===== config.mk =====
export PLATFORM = sky130hd
export DESIGN_NAME = pf_pool_sequencer
export DESIGN_NICKNAME = d
export VERILOG_FILES = /design/src/rtl/pf_pkg.sv /design/src/rtl/pf_win_addr_gen.sv /design/src/rtl/pf_pool_sequencer.sv
export SDC_FILE = /design/constraint.sdc
export NUM_CORES = 1
export LEC_CHECK = 0
export CORE_MARGIN = 3
export CORE_UTILIZATION = 30
export CTS_BUF_LIST = sky130_fd_sc_hd__clkbuf_4
export DETAILED_ROUTE_END_ITERATION = 12
export GPL_TIMING_DRIVEN = 0
export PLACE_DENSITY = 0.55
export SKIP_LAST_GASP = 1
export SYNTH_ARGS = -nofsm -noshare
export SYNTH_HDL_FRONTEND = slang
export SYNTH_HIERARCHICAL = 1
export SYNTH_SLANG_ARGS = --single-unit

===== constraint.sdc =====
create_clock -name clk -period 9.1 [get_ports clk]
set_clock_uncertainty 0.15 [all_clocks]
set_input_delay 0.91 -clock clk [delete_from_list [all_inputs] [get_ports clk]]
set_output_delay 0.91 -clock clk [all_outputs]
set_load 0.01 [all_outputs]

===== src/rtl/pf_pkg.sv =====
// Shared definitions for the PF pooling sequencer: op codes, cntrl encodings,
// window-size limits, FSM state type and the configuration legality check.
package pf_pkg;

    // Compute-unit operation codes (2'b11 is not a legal op)
    localparam logic [1:0] AVG = 2'b00;
    localparam logic [1:0] MIN = 2'b01;
    localparam logic [1:0] MAX = 2'b10;

    // cntrl encodings toward the compute unit
    localparam logic CYCLE       = 1'b0;
    localparam logic START_CYCLE = 1'b1;

    // Legal square window sizes
    localparam logic [2:0] K_MIN = 3'd2;
    localparam logic [2:0] K_MAX = 3'd4;

    typedef enum logic [2:0] {
        IDLE  = 3'd0,
        LOAD  = 3'd1,
        SCAN  = 3'd2,
        FLUSH = 3'd3,
        DONE  = 3'd4
    } pf_seq_state_t;

    // High when a frame configuration cannot be sequenced
    function automatic logic cfg_illegal(input logic [2:0]  k,
                                         input logic [1:0]  op,
                                         input logic [31:0] w,
                                         input logic [31:0] h);
        logic [31:0] k_w;
        k_w = {29'd0, k};
        cfg_illegal = (k < K_MIN) || (k > K_MAX) || (w < k_w) || (h < k_w) ||
                      (op == 2'b11);
    endfunction

endpackage


===== src/rtl/pf_win_addr_gen.sv =====
// Window-raster address generator. Walks windows row-major and pixels inside
// each window row-major using only counters and adders. init (one cycle)
// loads the base address; every adv cycle steps to the next pixel address.
module pf_win_addr_gen
    import pf_pkg::*;
#(
    parameter int LIN_WIDTH = 10,
    parameter int ADDR_W    = 2 * LIN_WIDTH
) (
    input  logic                 clk,
    input  logic                 res,
    input  logic                 init,
    input  logic                 adv,
    input  logic [ADDR_W-1:0]    base,
    input  logic [LIN_WIDTH-1:0] img_w,
    input  logic [LIN_WIDTH-1:0] img_h,
    input  logic [2:0]           win_k,
    output logic [ADDR_W-1:0]    rd_addr,
    output logic                 first_px,
    output logic                 last_rd
);
    // Column/row positions need headroom for "position + 2K" fit tests
    localparam int CW = LIN_WIDTH + 2;

    logic [2:0]        kx_r, ky_r, kx_n, ky_n;
    logic [CW-1:0]     col_r, col_n, yrow_r, yrow_n, k_s;
    logic [ADDR_W-1:0] row_r, row_n, wrow_r, wrow_n, addr_r, addr_n, w_s;
    logic              kx_last_s, ky_last_s, wx_last_s, wy_last_s;

    assign k_s       = CW'(win_k);
    assign w_s       = ADDR_W'(img_w);
    assign kx_last_s = (kx_r == (win_k - 3'd1));
    assign ky_last_s = (ky_r == (win_k - 3'd1));
    // Last window in a row/column when another full window would not fit
    assign wx_last_s = ((col_r + k_s + k_s) > CW'(img_w));
    assign wy_last_s = ((yrow_r + k_s + k_s) > CW'(img_h));

    assign first_px  = (kx_r == 3'd0) && (ky_r == 3'd0);
    assign last_rd   = kx_last_s && ky_last_s && wx_last_s && wy_last_s;
    assign rd_addr   = addr_r;

    // Next-pixel stepping: row_r is the image-row start, wrow_r the start of the window row
    always_comb begin
        kx_n   = kx_r;
        ky_n   = ky_r;
        col_n  = col_r;
        yrow_n = yrow_r;
        row_n  = row_r;
        wrow_n = wrow_r;
        if (init) begin
            kx_n   = 3'd0;
            ky_n   = 3'd0;
            col_n  = {CW{1'b0}};
            yrow_n = {CW{1'b0}};
            row_n  = base;
            wrow_n = base;
        end else if (adv) begin
            if (!kx_last_s) begin
                kx_n = kx_r + 3'd1;
            end else if (!ky_last_s) begin
                kx_n  = 3'd0;
                ky_n  = ky_r + 3'd1;
                row_n = row_r + w_s;
            end else if (!wx_last_s) begin
                kx_n  = 3'd0;
                ky_n  = 3'd0;
                col_n = col_r + k_s;
                row_n = wrow_r;
            end else begin
                kx_n   = 3'd0;
                ky_n   = 3'd0;
                col_n  = {CW{1'b0}};
                yrow_n = yrow_r + k_s;
                row_n  = row_r + w_s;
                wrow_n = row_r + w_s;
            end
        end else begin
            kx_n = kx_r;
        end
        addr_n = row_n + ADDR_W'(col_n) + ADDR_W'(kx_n);
    end

    // Counter and accumulator registers
    always_ff @(posedge clk or negedge res) begin
        if (!res) begin
            kx_r   <= 3'd0;
            ky_r   <= 3'd0;
            col_r  <= {CW{1'b0}};
            yrow_r <= {CW{1'b0}};
            row_r  <= {ADDR_W{1'b0}};
            wrow_r <= {ADDR_W{1'b0}};
            addr_r <= {ADDR_W{1'b0}};
        end else begin
            kx_r   <= kx_n;
            ky_r   <= ky_n;
            col_r  <= col_n;
            yrow_r <= yrow_n;
            row_r  <= row_n;
            wrow_r <= wrow_n;
            addr_r <= addr_n;
        end
    end

endmodule


===== src/rtl/pf_pool_sequencer.sv =====
// PF pooling-pass sequencer: frame FSM, config latch, 2-stage start-tag/valid
// delay line toward the compute unit. Optional macro PF_ADDR_BASE_EN adds a
// base_addr input (latched in LOAD) added to every read address.
module pf_pool_sequencer
    import pf_pkg::*;
#(
    parameter int LIN_WIDTH = 10,
    parameter int ADDR_W    = 2 * LIN_WIDTH
) (
    input  logic                 clk,
    input  logic                 res,
    input  logic                 start,
    input  logic [1:0]           op_type_in,
    input  logic [LIN_WIDTH-1:0] img_w,
    input  logic [LIN_WIDTH-1:0] img_h,
    input  logic [2:0]           win_k,
`ifdef PF_ADDR_BASE_EN
    input  logic [ADDR_W-1:0]    base_addr,
`endif
    output logic [ADDR_W-1:0]    rd_addr,
    output logic                 rd_en,
    output logic                 din_valid,
    output logic                 cntrl,
    output logic [1:0]           op_type,
    output logic                 busy,
    output logic                 done,
    output logic                 cfg_err
);
    pf_seq_state_t        state_r, state_n;
    logic [1:0]           flush_cnt_r, flush_cnt_n;
    logic [LIN_WIDTH-1:0] img_w_r, img_h_r;
    logic [2:0]           win_k_r;
    logic [1:0]           op_type_r;
    logic                 rd_en_r, din_valid_r, tag_d1_r, cntrl_r;
    logic                 busy_r, done_r, cfg_err_r;
    logic                 init_s, adv_s, tag_s, illegal_s, first_px_s, last_rd_s;
    logic [ADDR_W-1:0]    base_s;

`ifdef PF_ADDR_BASE_EN
    assign base_s = base_addr;
`else
    assign base_s = {ADDR_W{1'b0}};
`endif

    assign illegal_s = cfg_illegal(win_k, op_type_in, 32'(img_w), 32'(img_h));

    pf_win_addr_gen #(
        .LIN_WIDTH (LIN_WIDTH),
        .ADDR_W    (ADDR_W)
    ) u_addr_gen (
        .clk      (clk),
        .res      (res),
        .init     (init_s),
        .adv      (adv_s),
        .base     (base_s),
        .img_w    (img_w_r),
        .img_h    (img_h_r),
        .win_k    (win_k_r),
        .rd_addr  (rd_addr),
        .first_px (first_px_s),
        .last_rd  (last_rd_s)
    );

    // Next-state, address-generator control and issue-side start tag
    always_comb begin
        state_n     = state_r;
        flush_cnt_n = flush_cnt_r;
        init_s      = 1'b0;
        adv_s       = 1'b0;
        tag_s       = CYCLE;
        case (state_r)
            IDLE: begin
                if (start) state_n = LOAD;
                else       state_n = IDLE;
            end
            LOAD: begin
                init_s = 1'b1;
                if (illegal_s) state_n = DONE;
                else           state_n = SCAN;
            end
            SCAN: begin
                adv_s = 1'b1;
                tag_s = first_px_s;
                if (last_rd_s) begin
                    state_n     = FLUSH;
                    flush_cnt_n = 2'd0;
                end else begin
                    state_n = SCAN;
                end
            end
            FLUSH: begin
                // One extra tag pushes out the last window; stay until it reaches cntrl
                tag_s = (flush_cnt_r == 2'd0);
                if (flush_cnt_r == 2'd2) state_n = DONE;
                else                     flush_cnt_n = flush_cnt_r + 2'd1;
            end
            DONE: begin
                state_n = IDLE;
            end
            default: begin
                state_n = IDLE;
            end
        endcase
    end

    // State, config latch, delay line and registered outputs
    always_ff @(posedge clk or negedge res) begin
        if (!res) begin
            state_r     <= IDLE;
            flush_cnt_r <= 2'd0;
            img_w_r     <= {LIN_WIDTH{1'b0}};
            img_h_r     <= {LIN_WIDTH{1'b0}};
            win_k_r     <= 3'd0;
            op_type_r   <= 2'b00;
            rd_en_r     <= 1'b0;
            din_valid_r <= 1'b0;
            tag_d1_r    <= 1'b0;
            cntrl_r     <= 1'b0;
            busy_r      <= 1'b0;
            done_r      <= 1'b0;
            cfg_err_r   <= 1'b0;
        end else begin
            state_r     <= state_n;
            flush_cnt_r <= flush_cnt_n;
            if (state_r == LOAD) begin
                img_w_r   <= img_w;
                img_h_r   <= img_h;
                win_k_r   <= win_k;
                op_type_r <= op_type_in;
                cfg_err_r <= illegal_s;
            end
            rd_en_r     <= (state_n == SCAN);
            din_valid_r <= rd_en_r;
            tag_d1_r    <= tag_s;
            cntrl_r     <= tag_d1_r;
            busy_r      <= (state_n == LOAD) || (state_n == SCAN) || (state_n == FLUSH);
            done_r      <= (state_n == DONE);
        end
    end

    assign rd_en     = rd_en_r;
    assign din_valid = din_valid_r;
    assign cntrl     = cntrl_r;
    assign op_type   = op_type_r;
    assign busy      = busy_r;
    assign done      = done_r;
    assign cfg_err   = cfg_err_r;

endmodule


==> results_dict.tcl, run 1 <==
set metrics [dict create \
    status "finished clean" \
    clk_path_buf_depth 2 \
    clock-sinks 127 \
    grt_pass1_vias 6961 \
    cp.required_ns 9.44 \
    synth_warnings 6 \
    clockRootBuffer "clkbuf_4" \
    synth_edf_count 0 \
    drtAntennaViolNets 0 \
    num_vias 7089 \
    drc_errors 0 \
    cts_made_buffers 17 \
    grt-busiest-layer "met2" \
    most-common-layout-cells "127 x dfrtp_1, 96 x nand2_1, 74 x ha_1" \
    postCtsSetupRepairBufs 0 \
    cp-start-kind "flop" \
    path_buf_inv 3 \
    cts_tree "done" \
    die_w_um 177 \
    pwr_density_cell_nw_per_um2 312 \
    cts_resized 0 \
    ys.flop_type "dfrtp_1" \
    use_met3_pct 3.20 \
    gp_congestion 0.832 \
    max_freq_mhz 120 \
    p_leak_nw 4.56 \
    crit_type "reg2reg" \
    clkLatencyLatePin_ns 0.55 \
    ff_latch_area_um2 3180 \
    period_needed_ns 8.35 \
    cts.hold.buffers_added 0 \
    worstMarginPinSlew_ns 0.935 \
    die_h_um 177 \
    hold_class "in2async" \
    syn_inst 942 \
    yosysSeqAreaShare_pct 36.4 \
    start_util_pct 31.0 \
    period_share_pct 91.8 \
    use_met1_pct 22.1 \
    synth_cell_types 71 \
    antenna_found_initial 1 \
    ios 56 \
    cts.reportedPaths.clkPinSlew_ns 0.12 \
    finalSetupViolCount 0 \
    wl_um 23500 \
    dieArea_um2 31200 \
    first_pass_iters 5 \
    cp-end-kind "flop" \
    cp.arrival_ns 8.69 \
    maxSlewHeadroom_pct 37.4 \
    peakVddDrop_mv 0.118 \
    synth_seq_cells 127 \
    netlist_area_um2 8740 \
    rows 61 \
    rsz0062_at_grt "false" \
    drt_iter0_markers 423 \
    core_um2 28200 \
    critical-path-top-delay-family "compound AO/OA/AOI/OAI gates" \
    syn_to_final_growth_pct 16.4 \
    path_max_fanout 10 \
    grt_max_degree 86 \
    dp.cells 1398 \
    slew_violations 0 \
    crit_path_top_delay_cell "dfrtp_1" \
    async_flop_share_pct 100 \
    fill_cells 2933 \
    place_hpwl_um 17900 \
    gr-total-overflow 0 \
    grt_usage_pct 15.6 \
    power.total_w 0.00318 \
    routed_via_density 4.95 \
    io_buffers 55 \
    instances_no_fill 1431 \
    cpPeakStageDelay_ns 0.47 \
    htree_levels 4 \
    nets 1150 \
    hold_ws_ns 0.111 \
    final_common_cell "dfrtp_1" \
    finalSetupTns_ns 0 \
    hold_viol 0 \
    drv_cap 0 \
    multi_input_comb_area_um2 5250 \
    use_met2_pct 24.2 \
    detail_route.wl_per_cell_um 16.4 \
    drive_above_1_share_pct 8.94 \
    regToRegSetupSlack_ns 0.75 \
    placed_area_um2 9880 \
    synth.avg_cell_area_um2 9.28 \
    grt_pass1_wl_um 37800 \
    finalInstanceArea_um2 10200 \
]
==> Yosys cell counts, drive strengths merged (3+ instances only) <==
cell,count,area [um^2]
o21bai,3,22.5
or4,4,30.0
nand4,9,56.3
mux2,28,315
o22ai,3,18.8
a221oi,3,26.3
or2,3,18.8
a21o,25,188
dfrtp,127,3180
o211ai,6,45.0
ha,74,926
nand2,97,367
o2111a,3,33.8
xnor2,59,524
a21boi,5,37.5
clkbuf,17,65.1
buf,15,91.3
o21a,8,60.1
o21ai,63,315
or3,11,68.8
nor4,5,31.3
a211oi,6,45.0
o2111ai,4,35.0
a21oi,56,295
and3,9,56.3
nor3,20,111
nor2b,5,31.3
mux2i,15,150
nor3b,5,42.5
inv,67,251
a221o,9,90.1
fa,9,180
a31oi,4,40.0
nor2,69,283
nand2b,15,101
nand3,25,125
xor2,29,254
==> where the power goes <==
group / internal (W) / total [W] / switching (W)
sequential: 0.000774 / 0.000935 / 0.000161
clock: 0.000183 / 0.000411 / 0.000227
combinational: 0.000825 / 0.00183 / 0.00100
total: 0.00178 / 0.00318 / 0.00139
==> flip-flops by register name (all words and copies together) (netlist names), 2 cells and up <==
name / count
u_addr_gen/kx_r: 3
op_type: 2
u_addr_gen/yrow_r: 12
u_addr_gen/wrow_r: 20
u_addr_gen/row_r: 20
u_addr_gen/rd_addr: 20
win_k_r: 3
u_addr_gen/col_r: 12
img_h_r: 10
img_w_r: 10
state_r: 3
u_addr_gen/ky_r: 3
flush_cnt_r: 2
==> cell type report <==
cell class | instances | area share [%]
antenna | 1 | 0.0246
tap | 378 | 4.65
clock buffer | 17 | 1.25
timing repair buffer | 56 | 5.69
buffer | 32 | 1.54
inverter | 68 | 2.51
sequential | 127 | 31.2
clock inverter | 15 | 1.49
multi-input combinational | 737 | 51.6
==> through the flow <==
step	util (%)	setup WS, ns
detailed placement	35.0	0.198
global placement	34.9	0.236
finish	36.0	0.748
CTS	36.0	0.140
floorplan	-	1.96
global route	36.0	0.0911
==> layer usage <==
| layer | vias up | part of all wire (%) |
|---|---|---|
| met5 | - | 0 |
| met4 | 0 | 1.3 |
| met3 | 21 | 4.1 |
| met2 | 142 | 44 |
| met1 | 3442 | 50 |
| li1 | 3484 | - |
==> kinds of logic after synthesis <==
logic type,after synthesis,synth area share (%)
simple gates,282,15.6
compound gates,218,16.4
flops,127,36.4
buf+inv,100,4.71
xor+xnor,88,8.90
fa+ha+maj,83,12.7
mux,43,5.32
other cells,1,0.0429
==> final timing paths <==
kind,start,to,cells after the start
worst max-delay path,win_k_r[0],u_addr_gen/rd_addr[16],36
worst min-delay path,res,u_addr_gen/col_r[4],1
worst max register to register,win_k_r[0],u_addr_gen/rd_addr[16],36
worst min register to register,tag_d1_r,cntrl,0
max in group asynchronous,res,u_addr_gen/row_r[18],2
min in group clk,tag_d1_r,cntrl,0
No activity file was read; power rests on OpenSTA's default activity.
==> inputs of run 2 (changes only) <==
CTS_CLUSTER_DIAMETER = 120   (was default)
==> results of run 2 <==
Same layout as run 1: the final DEF is identical, and so are final timing and power.
==> edit 1 (settings of run 2) <==
`LIN_WIDTH` is set to 10 in 2 places; all go to 9.
--- a/src/rtl/pf_win_addr_gen.sv
+++ b/src/rtl/pf_win_addr_gen.sv
@@ -4,7 +4,7 @@
 module pf_win_addr_gen
     import pf_pkg::*;
 #(
-    parameter int LIN_WIDTH = 10,
+    parameter int LIN_WIDTH = 9,
     parameter int ADDR_W    = 2 * LIN_WIDTH
 ) (
     input  logic                 clk,
--- a/src/rtl/pf_pool_sequencer.sv
+++ b/src/rtl/pf_pool_sequencer.sv
@@ -4,7 +4,7 @@
 module pf_pool_sequencer
     import pf_pkg::*;
 #(
-    parameter int LIN_WIDTH = 10,
+    parameter int LIN_WIDTH = 9,
     parameter int ADDR_W    = 2 * LIN_WIDTH
 ) (
     input  logic                 clk,
Interface: changed (resized img_h, img_w and rd_addr); port bits go from 56 to 52. No check against the original RTL was run, so the function may have changed too.
==> edit 1 against run 2 <==
Design area is 6.1% lower; sequential cell count is 10 lower; global-route usage is 0.43 points lower; count of clock-buffer cells in the layout stayed put; clock power is 10% higher; total power is 4.6% lower; largest cell class unchanged; wire length is 8.8% lower; setup slack worse by 0.21 ns; synthesized area is 6.9% lower; critical path type unchanged; non-clock buffer count is 1 lower.
==> edit 1: results (changes against run 2) <==
status=completed (unchanged); Fill cells=2665 (was 2933); crit path max fanout=10 (unchanged); Nets=1069 (was 1150); delay-heaviest family, CP=compound AO/OA/AOI/OAI gates (unchanged); share of cells above drive strength 1=9.71% (was 8.94%); Num CTS Buffers=17 (unchanged); Max-slew headroom=49.9% (was 37.4%); port bufs=51 (was 55); Pre-antenna DRT Iters=5 (unchanged); post-DP HPWL=15900 µm (was 17900 µm); pre-CTS WS=-0.00372 ns (was 0.198 ns); VDD IR max=0.105 mV (was 0.118 mV); Worst Hold Class=flip-flop to flip-flop (was input port to async pin); first-pass GRT wire length=34300 µm (was 37800 µm); Diodes inserted=0 (was 1); register area share after synthesis=36.0% (was 36.4%); Worst-path clk slew=0.13 ns; pin count of the biggest net entering global routing=86 (unchanged); Yosys cell types=84 (was 71); crit path DAT=8.88 ns (was 8.69 ns); synth top area cells=dfrtp_1 36%, ha_1 11%, xnor2_1 4.2% (was dfrtp_1 36%, ha_1 11%, xnor2_1 5.8%); Yosys warning count=6 (unchanged); Clk Latency, worst-skew pair=0.59 ns (was 0.55 ns); Main synth FF type=dfrtp_1 (unchanged); GRT Total Usage=15.1% (was 15.6%); async set-reset flop share out of synthesis=100% (unchanged); Avg Vias per Cell=4.96 (was 4.95); initial DRC count=370 (was 423); synth cell count leaders=117 x dfrtp_1, 85 x nand2_1, 73 x nor2_1, 69 x ha_1, 55 x inv_1 (was 127 x dfrtp_1, 96 x nand2_1, 74 x ha_1, 67 x inv_1, 65 x nor2_1); vias in the first global route=6391 (was 6961); root buf cell=clkbuf_4 (unchanged); DRC Markers=0 (unchanged); initial antenna violation count=0 (was 1); clock buffer depth=2 (unchanged); GP Congestion=0.844 (was 0.832); static leakage=0.00439 µW (was 0.00456 µW); max incr delay on CP=about 0.48 ns; crit path max-delay cell type=fa_1 (was dfrtp_1); Clock H-tree levels=4 (unchanged); Post-DP Area=0.00918 mm² (was 0.00988 mm²); DR WL/cell=16.3 µm (was 16.4 µm)
[edit 1: area by class of cell]
type / instances / area [µm²] / area share (%)
sequential: 117 / 2930 / 30.7
inverter: 55 / 206 / 2.16
buffer: 33 / 156 / 1.64
clock inverter: 15 / 195 / 2.04
tap: 335 / 419 / 4.39
timing repair buffer: 54 / 557 / 5.83
multi-input combinational: 687 / 4960 / 51.9
clock buffer: 17 / 128 / 1.34
[edit 1: path summary, 6_finish.rpt]
kind,startpoint,end,slack (ns),depth (start not counted)
min in group asynchronous,res,done$_DFF_PN0_,0.60,2
setup / recovery,win_k_r[0]$_DFFE_PN0P_,u_addr_gen/rd_addr[16]$_DFF_PN0_,0.54,32
hold reg to reg,tag_d1_r$_DFF_PN0_,cntrl$_DFF_PN0_,0.21,0
max in group asynchronous,res,u_addr_gen/rd_addr[11]$_DFF_PN0_,7.41,3
setup reg to reg,win_k_r[0]$_DFFE_PN0P_,u_addr_gen/rd_addr[16]$_DFF_PN0_,0.54,32
hold / removal,tag_d1_r$_DFF_PN0_,cntrl$_DFF_PN0_,0.21,0
[edit 1: repair_timing]
item                                    CTS  global route
buffers inserted                          0             1
gates resized for setup                   2             5
endpoints found under the setup margin    2             7
hold buffers                              1             0
pin swaps                                 0             1
endpoints found under the hold margin    12             0
[edit 1: stage by stage]
step | cells | hold WS, ns
after CTS | 1312 | 0.219
final | 1313 | 0.215
after global routing | 1313 | 0.233
after detailed placement | 1279 | 0.190
after global placement | 1278 | 0.186
after floorplan | 892 | 0.181
[edit 1: per-layer routing]
layer  vias up  wire (µm)  GRT usage (%)
met5         -          0              0
li1       3227          -              -
met3        22        738           3.49
met2       101      10100           24.5
met4         0        306           3.77
met1      3157      10300           20.5
[edit 1: where the power goes]
part | switching [µW] | internal (µW) | total [µW]
clock | 256 | 197 | 453
combinational | 935 | 770 | 1700
sequential | 153 | 719 | 872
total | 1340 | 1690 | 3030
[edit 1: cells by family (layout without fill, tap and decap cells)]
kind of cell | count (synthesis) | count (layout) | synth area share, %
flops | 117 | 117 | 36.0
xor+xnor | 74 | 74 | 7.97
compound gates | 203 | 203 | 16.9
simple gates | 262 | 262 | 15.7
mux | 47 | 47 | 6.18
other cells | 1 | 23 | 0.0461
fa+ha+maj | 78 | 78 | 12.8
buf+inv | 88 | 174 | 4.43
[edit 1: worst register-to-register path: cells and delay by family, from the launching register on]
kind	cells	cell delay (ns)
AO/OA/AOI/OAI	15	3.89
XOR/XNOR	1	0.16
adder cells (fa/ha/maj)	5	1.81
buffers and inverters	3	0.76
flip-flops	1	0.47
multiplexers	1	0.24
AND/OR/NAND/NOR	7	0.97
==> edit 2 (config.mk and constraints of run 2) <==
Without the edit above. Add an input register stage for `start`, `op_type_in`, `img_w`, `img_h` and `win_k`, without a reset; this delays them by one clock.
--- a/src/rtl/pf_pool_sequencer.sv
+++ b/src/rtl/pf_pool_sequencer.sv
@@ -26,6 +26,21 @@
     output logic                 done,
     output logic                 cfg_err
 );
+
+    logic start_q;
+    logic [1:0] op_type_q;
+    logic [LIN_WIDTH-1:0] img_w_q;
+    logic [LIN_WIDTH-1:0] img_h_q;
+    logic [2:0] win_k_q;
+
+    always_ff @(posedge clk) begin
+        start_q   <= start;
+        op_type_q <= op_type_in;
+        img_w_q   <= img_w;
+        img_h_q   <= img_h;
+        win_k_q   <= win_k;
+    end
+
     pf_seq_state_t        state_r, state_n;
     logic [1:0]           flush_cnt_r, flush_cnt_n;
     logic [LIN_WIDTH-1:0] img_w_r, img_h_r;
@@ -42,7 +57,7 @@
     assign base_s = {ADDR_W{1'b0}};
 `endif
 
-    assign illegal_s = cfg_illegal(win_k, op_type_in, 32'(img_w), 32'(img_h));
+    assign illegal_s = cfg_illegal(win_k_q, op_type_q, 32'(img_w_q), 32'(img_h_q));
 
     pf_win_addr_gen #(
         .LIN_WIDTH (LIN_WIDTH),
@@ -70,7 +85,7 @@
         tag_s       = CYCLE;
         case (state_r)
             IDLE: begin
-                if (start) state_n = LOAD;
+                if (start_q) state_n = LOAD;
                 else       state_n = IDLE;
             end
             LOAD: begin
@@ -123,10 +138,10 @@
             state_r     <= state_n;
             flush_cnt_r <= flush_cnt_n;
             if (state_r == LOAD) begin
-                img_w_r   <= img_w;
-                img_h_r   <= img_h;
-                win_k_r   <= win_k;
-                op_type_r <= op_type_in;
+                img_w_r   <= img_w_q;
+                img_h_r   <= img_h_q;
+                win_k_r   <= win_k_q;
+                op_type_r <= op_type_q;
                 cfg_err_r <= illegal_s;
             end
             rd_en_r     <= (state_n == SCAN);
Behaviour: not the same (a bounded check fails within 4 cycles, from zero or initial values).
==> edit 2 against run 2 <==
Sequential cell count increased by 26; setup slack got worse by 0.065 ns; design area up 6.9%; via count increased by 2.7%; synthesized area is 7.3% higher; total power grew 7.3%; clock power rose by 14%; wire length grew 3.5%; count of clock-buffer cells in the layout is the same; critical endpoint is now u_addr_gen/rd_addr[17]$_DFF_PN0_; largest power group unchanged.
==> edit 2: results (changes against run 2) <==
status=completed (unchanged); Clk. pwr=467 µW (was 411 µW); crit path max-delay cell type=fa_1 (was dfrtp_1); crit path DAT=8.72 ns (was 8.69 ns); vias in the first global route=7413 (was 6961); delay-heaviest family, CP=adder cells (was compound AO/OA/AOI/OAI gates); GRT met2 Usage=24.9% (was 24.2%); worst hold slack=0.104 ns (was 0.111 ns); vias after detailed routing=7283 (was 7089); M3 GR Usage=2.10% (was 3.20%); Max-slew headroom=47.1% (was 37.4%); Inst Count DP=1442 (was 1398); pre-CTS WS=0.475 ns (was 0.198 ns); drt total wl=24300 µm (was 23500 µm); Switch Pwr=1480 µW (was 1390 µW); Nets=1176 (was 1150); Worst R2R Setup Slack=0.68 ns (was 0.75 ns); Post-Layout Cell Count=1475 (was 1431); register area share after synthesis=39.4% (was 36.4%); first-pass GRT wire length=39500 µm (was 37800 µm); GRT Total Usage=14.8% (was 15.6%); Worst-path clk slew=0.16 ns (was 0.12 ns); share of cells above drive strength 1=9.00% (was 8.94%); Pre-antenna DRT Iters=7 (was 5); Post-DP Area=0.0106 mm² (was 0.00988 mm²); GP Congestion=0.843 (was 0.832); max incr delay on CP=0.55 ns (was 0.47 ns)
-- edit 2: metal layers --
metal  part of all wire, %  routed length [µm]
met5                     0                   0
met4                   2.3                 555
met3                   2.3                 557
met2                    48               11800
met1                    47               11400
-- edit 2: area by class of cell --
cell class                 instances  area (µm²)  share of cell area [%]
timing repair buffer              56         579                    5.33
tap                              396         495                    4.56
clock inverter                    15         184                    1.69
buffer                            35         171                    1.58
inverter                          56         210                    1.93
multi-input combinational        746        5400                    49.7
sequential                       153        3700                    34.0
clock buffer                      17         128                    1.17
antenna                            1        2.50                  0.0230
-- edit 2: cells by family after synthesis --
family	count (synthesis)	share of synthesized area (%)
buffers and inverters	91	4.06
other	1	0.0400
AOI/OAI and AO/OA	205	14.6
and+or+nand+nor	289	15.8
DFF	153	39.4
muxes	52	5.90
adders and majority gates	83	11.8
xor gates and xnor gates	89	8.46
-- edit 2: worst max-delay path by stage --
stage | from | end | slack (ns) | depth (start not counted)
after global routing | win_k_r[0]$_DFFE_PN0P_ | u_addr_gen/rd_addr[17]$_DFF_PN0_ | 0.16 | 29
after detailed placement | win_k_r[0]$_DFFE_PN0P_ | u_addr_gen/rd_addr[17]$_DFF_PN0_ | 0.47 | 29
after global placement | win_k_r[0]$_DFFE_PN0P_ | u_addr_gen/rd_addr[17]$_DFF_PN0_ | 0.53 | 29
final | win_k_r[0]$_DFFE_PN0P_ | u_addr_gen/rd_addr[17]$_DFF_PN0_ | 0.68 | 29
after floorplan | win_k_r[0]$_DFFE_PN0P_ | u_addr_gen/rd_addr[17]$_DFF_PN0_ | 1.99 | 29
after CTS | win_k_r[0]$_DFFE_PN0P_ | u_addr_gen/rd_addr[17]$_DFF_PN0_ | 0.45 | 29
